[src/rtl/uart_tx_frame_if.sv]
// ---------------------------------------------------------------------------
// uart_tx_frame_if
// Purpose : host-side byte handshake, frame configuration and serial-line
//           signals of the UART transmitter, bundled as one interface.
// Signals :
//   tx_data_i    [7:0] byte to send
//   tx_valid_i         byte and configuration are valid
//   tx_ready_o         transmitter idle, will accept a byte
//   bit_used_i   [3:0] 8 = data only, 9 = data + parity, others behave as 8
//   parity_odd_i       0 = even parity, 1 = odd parity
//   tx_o               serial line, idles high
//   tx_busy_o          frame in progress
//   tx_done_o          one-cycle pulse in the last cycle of the stop bit
// Modports: master = host / bench side, slave = transmitter.
// ---------------------------------------------------------------------------
interface uart_tx_frame_if;
    logic [7:0] tx_data_i;
    logic       tx_valid_i;
    logic       tx_ready_o;
    logic [3:0] bit_used_i;
    logic       parity_odd_i;
    logic       tx_o;
    logic       tx_busy_o;
    logic       tx_done_o;

    modport master (
        output tx_data_i, tx_valid_i, bit_used_i, parity_odd_i,
        input  tx_ready_o, tx_o, tx_busy_o, tx_done_o
    );

    modport slave (
        input  tx_data_i, tx_valid_i, bit_used_i, parity_odd_i,
        output tx_ready_o, tx_o, tx_busy_o, tx_done_o
    );
endinterface

[src/rtl/uart_tx_frame.sv]
// ---------------------------------------------------------------------------
// uart_tx_frame
// Purpose : UART transmitter. Accepts one byte per valid/ready handshake and
//           sends start bit, 8 data bits LSB first, optional parity bit and
//           one stop bit. All outputs are registered.
// Ports   :
//   clk_i  clock, rising edge
//   rst_i  asynchronous reset, active high
//   bus    uart_tx_frame_if.slave (handshake, config, serial line, status)
// Params  : CLK_DIV clock cycles per serial bit (>= 2)
// Macro   : UART_TX_PARITY_EN - when defined, bit_used_i = 9 adds a parity
//           bit (parity_odd_i selects odd/even). When undefined the parity
//           path is absent and every frame is 10 bits.
//
// state    | meaning
// ---------+-----------------------------------------------
// S_IDLE   | line high, ready for a byte
// S_START  | start bit (line low)
// S_DATA   | data bit r_idx, LSB first
// S_PARITY | parity bit (only with UART_TX_PARITY_EN)
// S_STOP   | stop bit (line high)
// ---------------------------------------------------------------------------
module uart_tx_frame #(
    parameter int CLK_DIV = 16
) (
    input  logic             clk_i,
    input  logic             rst_i,
    uart_tx_frame_if.slave   bus
);

    localparam int CW = (CLK_DIV > 2) ? $clog2(CLK_DIV) : 1;
    localparam logic [CW-1:0] TC = CW'(CLK_DIV - 1);

`ifdef UART_TX_PARITY_EN
    typedef enum logic [2:0] {S_IDLE, S_START, S_DATA, S_PARITY, S_STOP} state_t;
`else
    typedef enum logic [2:0] {S_IDLE, S_START, S_DATA, S_STOP} state_t;
`endif

    state_t          r_state;
    logic [CW-1:0]   r_cnt;
    logic [2:0]      r_idx;
    logic [7:0]      r_data;
    logic            r_tx;
    logic            r_ready;
    logic            r_done;

    state_t          w_next_state;
    logic [CW-1:0]   w_next_cnt;
    logic [2:0]      w_next_idx;
    logic            w_next_tx;
    logic            w_next_done;
    logic            w_accept;
    logic            w_tc;

`ifdef UART_TX_PARITY_EN
    logic            r_par_en;
    logic            r_odd;
`else
    logic            w_unused_cfg;
    assign w_unused_cfg = ^{bus.bit_used_i, bus.parity_odd_i};
`endif

    assign w_accept = bus.tx_valid_i & r_ready;
    assign w_tc     = (r_cnt == TC);

    always_ff @(posedge clk_i or posedge rst_i) begin
        if (rst_i) begin
            r_state <= S_IDLE;
            r_cnt   <= '0;
            r_idx   <= '0;
            r_data  <= '0;
            r_tx    <= 1'b1;
            r_ready <= 1'b1;
            r_done  <= 1'b0;
`ifdef UART_TX_PARITY_EN
            r_par_en <= 1'b0;
            r_odd    <= 1'b0;
`endif
        end else begin
            r_state <= w_next_state;
            r_cnt   <= w_next_cnt;
            r_idx   <= w_next_idx;
            r_tx    <= w_next_tx;
            r_ready <= (w_next_state == S_IDLE);
            r_done  <= w_next_done;
            if (w_accept) begin
                r_data <= bus.tx_data_i;
`ifdef UART_TX_PARITY_EN
                r_par_en <= (bus.bit_used_i == 4'd9);
                r_odd    <= bus.parity_odd_i;
`endif
            end
        end
    end

    always_comb begin
        w_next_state = r_state;
        w_next_cnt   = r_cnt;
        w_next_idx   = r_idx;

        // Baud counter runs in every non-idle state and wraps at terminal count.
        if (r_state != S_IDLE) begin
            w_next_cnt = w_tc ? '0 : r_cnt + CW'(1);
        end

        case (r_state)
            S_IDLE: begin
                if (w_accept) begin
                    w_next_state = S_START;
                    w_next_cnt   = '0;
                    w_next_idx   = '0;
                end
            end
            S_START: begin
                if (w_tc) w_next_state = S_DATA;
            end
            S_DATA: begin
                if (w_tc) begin
                    w_next_idx = r_idx + 3'd1;
                    if (r_idx == 3'd7) begin
`ifdef UART_TX_PARITY_EN
                        w_next_state = r_par_en ? S_PARITY : S_STOP;
`else
                        w_next_state = S_STOP;
`endif
                    end
                end
            end
`ifdef UART_TX_PARITY_EN
            S_PARITY: begin
                if (w_tc) w_next_state = S_STOP;
            end
`endif
            S_STOP: begin
                if (w_tc) w_next_state = S_IDLE;
            end
            default: begin
                w_next_state = S_IDLE;
                w_next_cnt   = '0;
                w_next_idx   = '0;
            end
        endcase
    end

    // Line and done values are derived from the next state so both are
    // registered and line up with the state they describe.
    always_comb begin
        w_next_tx = 1'b1;
        case (w_next_state)
            S_START:  w_next_tx = 1'b0;
            S_DATA:   w_next_tx = r_data[w_next_idx];
`ifdef UART_TX_PARITY_EN
            S_PARITY: w_next_tx = (^r_data) ^ r_odd;
`endif
            default:  w_next_tx = 1'b1;
        endcase
        w_next_done = (w_next_state == S_STOP) && (w_next_cnt == TC);
    end

    assign bus.tx_o       = r_tx;
    assign bus.tx_ready_o = r_ready;
    assign bus.tx_busy_o  = ~r_ready;
    assign bus.tx_done_o  = r_done;

endmodule

[src/flat_wrapper.sv]
// flat-port wrapper written by rule: the top's interface ports become plain ports
module uart_tx_frame_flat 
#(
    parameter int CLK_DIV = 16
)
  (clk_i, rst_i, bus_tx_data_i, bus_tx_valid_i, bus_bit_used_i, bus_parity_odd_i, bus_tx_ready_o, bus_tx_o, bus_tx_busy_o, bus_tx_done_o);
  uart_tx_frame_if bus_i ();
  input  logic clk_i;
  input  logic rst_i;
  input wire logic [$bits(bus_i.tx_data_i)-1:0] bus_tx_data_i;
  input wire logic [$bits(bus_i.tx_valid_i)-1:0] bus_tx_valid_i;
  input wire logic [$bits(bus_i.bit_used_i)-1:0] bus_bit_used_i;
  input wire logic [$bits(bus_i.parity_odd_i)-1:0] bus_parity_odd_i;
  output wire logic [$bits(bus_i.tx_ready_o)-1:0] bus_tx_ready_o;
  output wire logic [$bits(bus_i.tx_o)-1:0] bus_tx_o;
  output wire logic [$bits(bus_i.tx_busy_o)-1:0] bus_tx_busy_o;
  output wire logic [$bits(bus_i.tx_done_o)-1:0] bus_tx_done_o;
  assign bus_i.tx_data_i = bus_tx_data_i;
  assign bus_i.tx_valid_i = bus_tx_valid_i;
  assign bus_i.bit_used_i = bus_bit_used_i;
  assign bus_i.parity_odd_i = bus_parity_odd_i;
  assign bus_tx_ready_o = bus_i.tx_ready_o;
  assign bus_tx_o = bus_i.tx_o;
  assign bus_tx_busy_o = bus_i.tx_busy_o;
  assign bus_tx_done_o = bus_i.tx_done_o;
  uart_tx_frame #(.CLK_DIV(CLK_DIV)) u_core (.clk_i(clk_i), .rst_i(rst_i), .bus(bus_i));
endmodule
[config.mk]
export PLATFORM = sky130hd
export DESIGN_NAME = uart_tx_frame_flat
export DESIGN_NICKNAME = d
export VERILOG_FILES = /design/src/rtl/uart_tx_frame_if.sv /design/src/rtl/uart_tx_frame.sv /design/src/flat_wrapper.sv
export SDC_FILE = /design/constraint.sdc
export NUM_CORES = 1
export LEC_CHECK = 0
export ABC_AREA = 1
export BUFFER_PORTS_ARGS = -buffer_cell sky130_fd_sc_hd__buf_2
export CORE_MARGIN = 2
export CORE_UTILIZATION = 55
export CTS_CLUSTER_DIAMETER = 120
export DETAILED_ROUTE_END_ITERATION = 8
export HOLD_SLACK_MARGIN = 0.15
export PLACE_DENSITY_LB_ADDON = 0.3
export SYNTH_ARGS = -nofsm -noshare
export SYNTH_HDL_FRONTEND = slang
export SYNTH_SLANG_ARGS = --single-unit
[constraint.sdc]
create_clock -name clk_i -period 2.7 [get_ports clk_i]
set_input_delay 0.135 -clock clk_i [delete_from_list [all_inputs] [get_ports clk_i]]
set_output_delay 0.135 -clock clk_i [all_outputs]
set_load 0.02 [all_outputs]
==> summary.txt <==
Yosys
  • Unique masters post-synth: 26
  • Synth area leaders: dfrtp_1, nand2_1, inv_1
  • Gate Count Post-Synth: approximately 140
  • Post-synth net total: 157
  • Ys flop type: dfrtp_1
  • #FFs+latches synth: 21
  • Yosys top cell by area: dfrtp_1
  • Post-Syn Area: approximately 1100 um2
  • Async SR Flop Fraction: 1.00
  • Number of synthesized flops with an enable pin: 0
  • Syn_area_per_cell: roughly 8.3 um2
  • Synthesis warning total: 0
  • Yosys top cell area share: 0.414
  • Sequential-to-total area share from yosys stat: 0.460

Floorplanning
  • Std cell rows: 16
  • Die area: approximately 2500 um2
  • Io pins: 20
  • DIE WIDTH: roughly 50 um
  • Initial Util: 0.585
  • Core Region: 1960 um2
  • Die Y: approximately 50 um

Pwr
  • Pwr Density: approximately 450 nW/um2
  • Static leakage: roughly 0.71 nW
  • Maximum VDD drop: approximately 0.31 mV

CTS
  • Latest clock arrival within the worst-skew pair: 0.29 ns
  • Max clock buf depth: 2
  • CTS tree: built
  • CTS Buf Count: 3
  • CTS clk-pin slew, worst paths: between 0.1 and 0.15 ns
  • Clock Tree Root: clkbuf_4
  • H-Tree Depth: 1
  • CTS sink cnt: 21
  • Postcts setup bufs: 0

Global route
  • Largest net degree at the start of global routing: 22
  • Vias in the first global route: 1041
  • GRT overflow: 0
  • GRT Total Usage: 0.199
  • Initial antenna violation count: 0
  • Global-route wire length before repair: 3.92 mm

Route
  • DR WL/cell: 11.8 um
  • Routed wire length: 2.25 mm
  • Number of routed nets with antenna violations: 0
  • First-pass DRT Iterations: 4
  • Iter 0 DRT Violations: 26
  • Via count: just over 1000
  • Drt drc: 0
  • Vias per cell: between 5 and 6

Place
  • Placed cell areas: about 1200 um2
  • Routability cong.: roughly 0.89
  • Hpwl dp: between 1.5 and 2 mm
  • Dpl cells: approximately 180
  • Dpl ws: 0.929 ns
  • Buffers added on ports: 14

Layout
  • Non-filler cells, final: 191
  • Most frequent cells in the layout: nand2_1, inv_1, dfrtp_1, nand3_1, buf_2
  • N_diodes: 0
  • Commonest non-fill, non-tap cell in the layout: nand2_1
  • Nets: between 150 and 200
  • Final Instance Area: roughly 1400 um2
  • Area growth syn-to-layout: 18.8%
  • Layout cells sized above 1: 0.232

STA
  • Final WS setup: roughly 0.92 ns
  • Finish-stage setup viols: 0
  • Max-slew violations: 0
  • Unrepaired setup endpoints after global routing: false
  • Worst-Margin Slew: 0.803 ns
  • Max_slew headroom: 0.464
  • Final Hold Viols: 0
  • Setup_tns: 0 ns
  • Worst Skew: 0.00722 ns
  • Hold WS: about 0.29 ns
  • Minimum clock period: about 1.8 ns
  • Final worst-path cycle share: 0.660
  • Maximum clock frequency: 561 MHz

Critical path
  • Crit end category: register
  • Worst Setup Path Type: reg -> reg
  • CP Data Arrival Time: between 2 and 2.5 ns
  • Req. time, crit path: slightly below 3 ns
  • Maximum fanout along the worst path: 17
  • Crit path launch type: register

Job
  • Maxcap violations: 0

Hold path
  • Hold Crit Class: in -> reg

Outcome
  • Status: finished clean
==> cell families after synthesis <==
kind of cell / Yosys count / synth area share
flops: 21 / 0.460
buf+inv: 28 / 0.0926
simple gates: 67 / 0.319
other cells: 1 / 0.00326
fa+ha+maj: 3 / 0.0327
compound gates: 18 / 0.0926
==> stage by stage <==
stage	utilization	power, mW
6_report	0.696	0.613
5_1_grt	0.696	0.649
4_1_cts	0.696	0.619
3_5_place_dp	0.636	0.462
3_3_place_gp	0.636	0.456
2_1_floorplan	-	0.431
==> critical path: stages, from the launching register on <==
cell and delay [ns]:
dfstp_2 0.56, nand2_1 0.10, inv_1 0.35, nand2_1 0.13, o211ai_1 0.15, nand2_1 0.12, inv_2 0.07, nor2_1 0.05
a21oi_1 0.13, nand2_1 0.07
==> layout make-up <==
cell class	instances	area [um2]
Clock buffer	4	26.3
Multi-Input combinational cell	89	514
Timing Repair Buffer	23	160
Sequential cell	21	528
Fill cell	168	597
Tap cell	27	33.8
Inverter	27	103
==> registers in the layout, summed over array words and instances, names as in the netlist <==
name	cells
u_core.r_idx	3
u_core.bus.tx_ready_o	1
u_core.r_state	3
u_core.bus.tx_o	1
u_core.bus.tx_done_o	1
u_core.r_data	8
u_core.r_cnt	4
==> timing repair <==
action | CTS | global route
endpoints found under the hold margin | 27 | 0
resized for setup | 0 | 0
endpoints found under the setup margin | 0 | 0
hold buffers | 9 | 0
==> routing by layer <==
metal	wire length (um)	track usage	vias up
li1	-	-	506
met1	977	0.198	477
met4	23	0.0417	0
met3	62	0.0455	6
met5	0	0	-
met2	1190	0.407	19
==> path summary, 6_finish.rpt <==
kind	from	end	slack (ns)	cells after the start
max	u_core.bus.tx_ready_o	u_core.bus.tx_o	0.92	9
min	bus_tx_valid_i	u_core.r_idx[2]	0.29	4
max reg2reg	u_core.bus.tx_ready_o	u_core.bus.tx_o	0.92	9
min reg2reg	u_core.r_data[7]	u_core.r_data[7]	0.55	2
max in group asynchronous	rst_i	u_core.r_idx[1]	1.68	3
min in group asynchronous	rst_i	u_core.r_cnt[0]	0.52	3
==> cell usage after synthesis, drive strengths merged, types with 2 or more instances <==
cell type	number
inv	25
o21ai	10
dfstp	2
a21oi	5
nand3	20
clkinv	2
ha	3
o211ai	2
nand4	9
nand2	28
nor2	8
dfrtp	19
==> power breakdown <==
| part | leakage, nW | switching (mW) | internal [mW] |
|---|---|---|---|
| Combinational | 0.425 | 0.0683 | 0.0426 |
| Sequential | 0.268 | 0.0126 | 0.342 |
| Clock | 0.0150 | 0.0907 | 0.0573 |
Note: power is estimated with default switching activity, not from simulation.
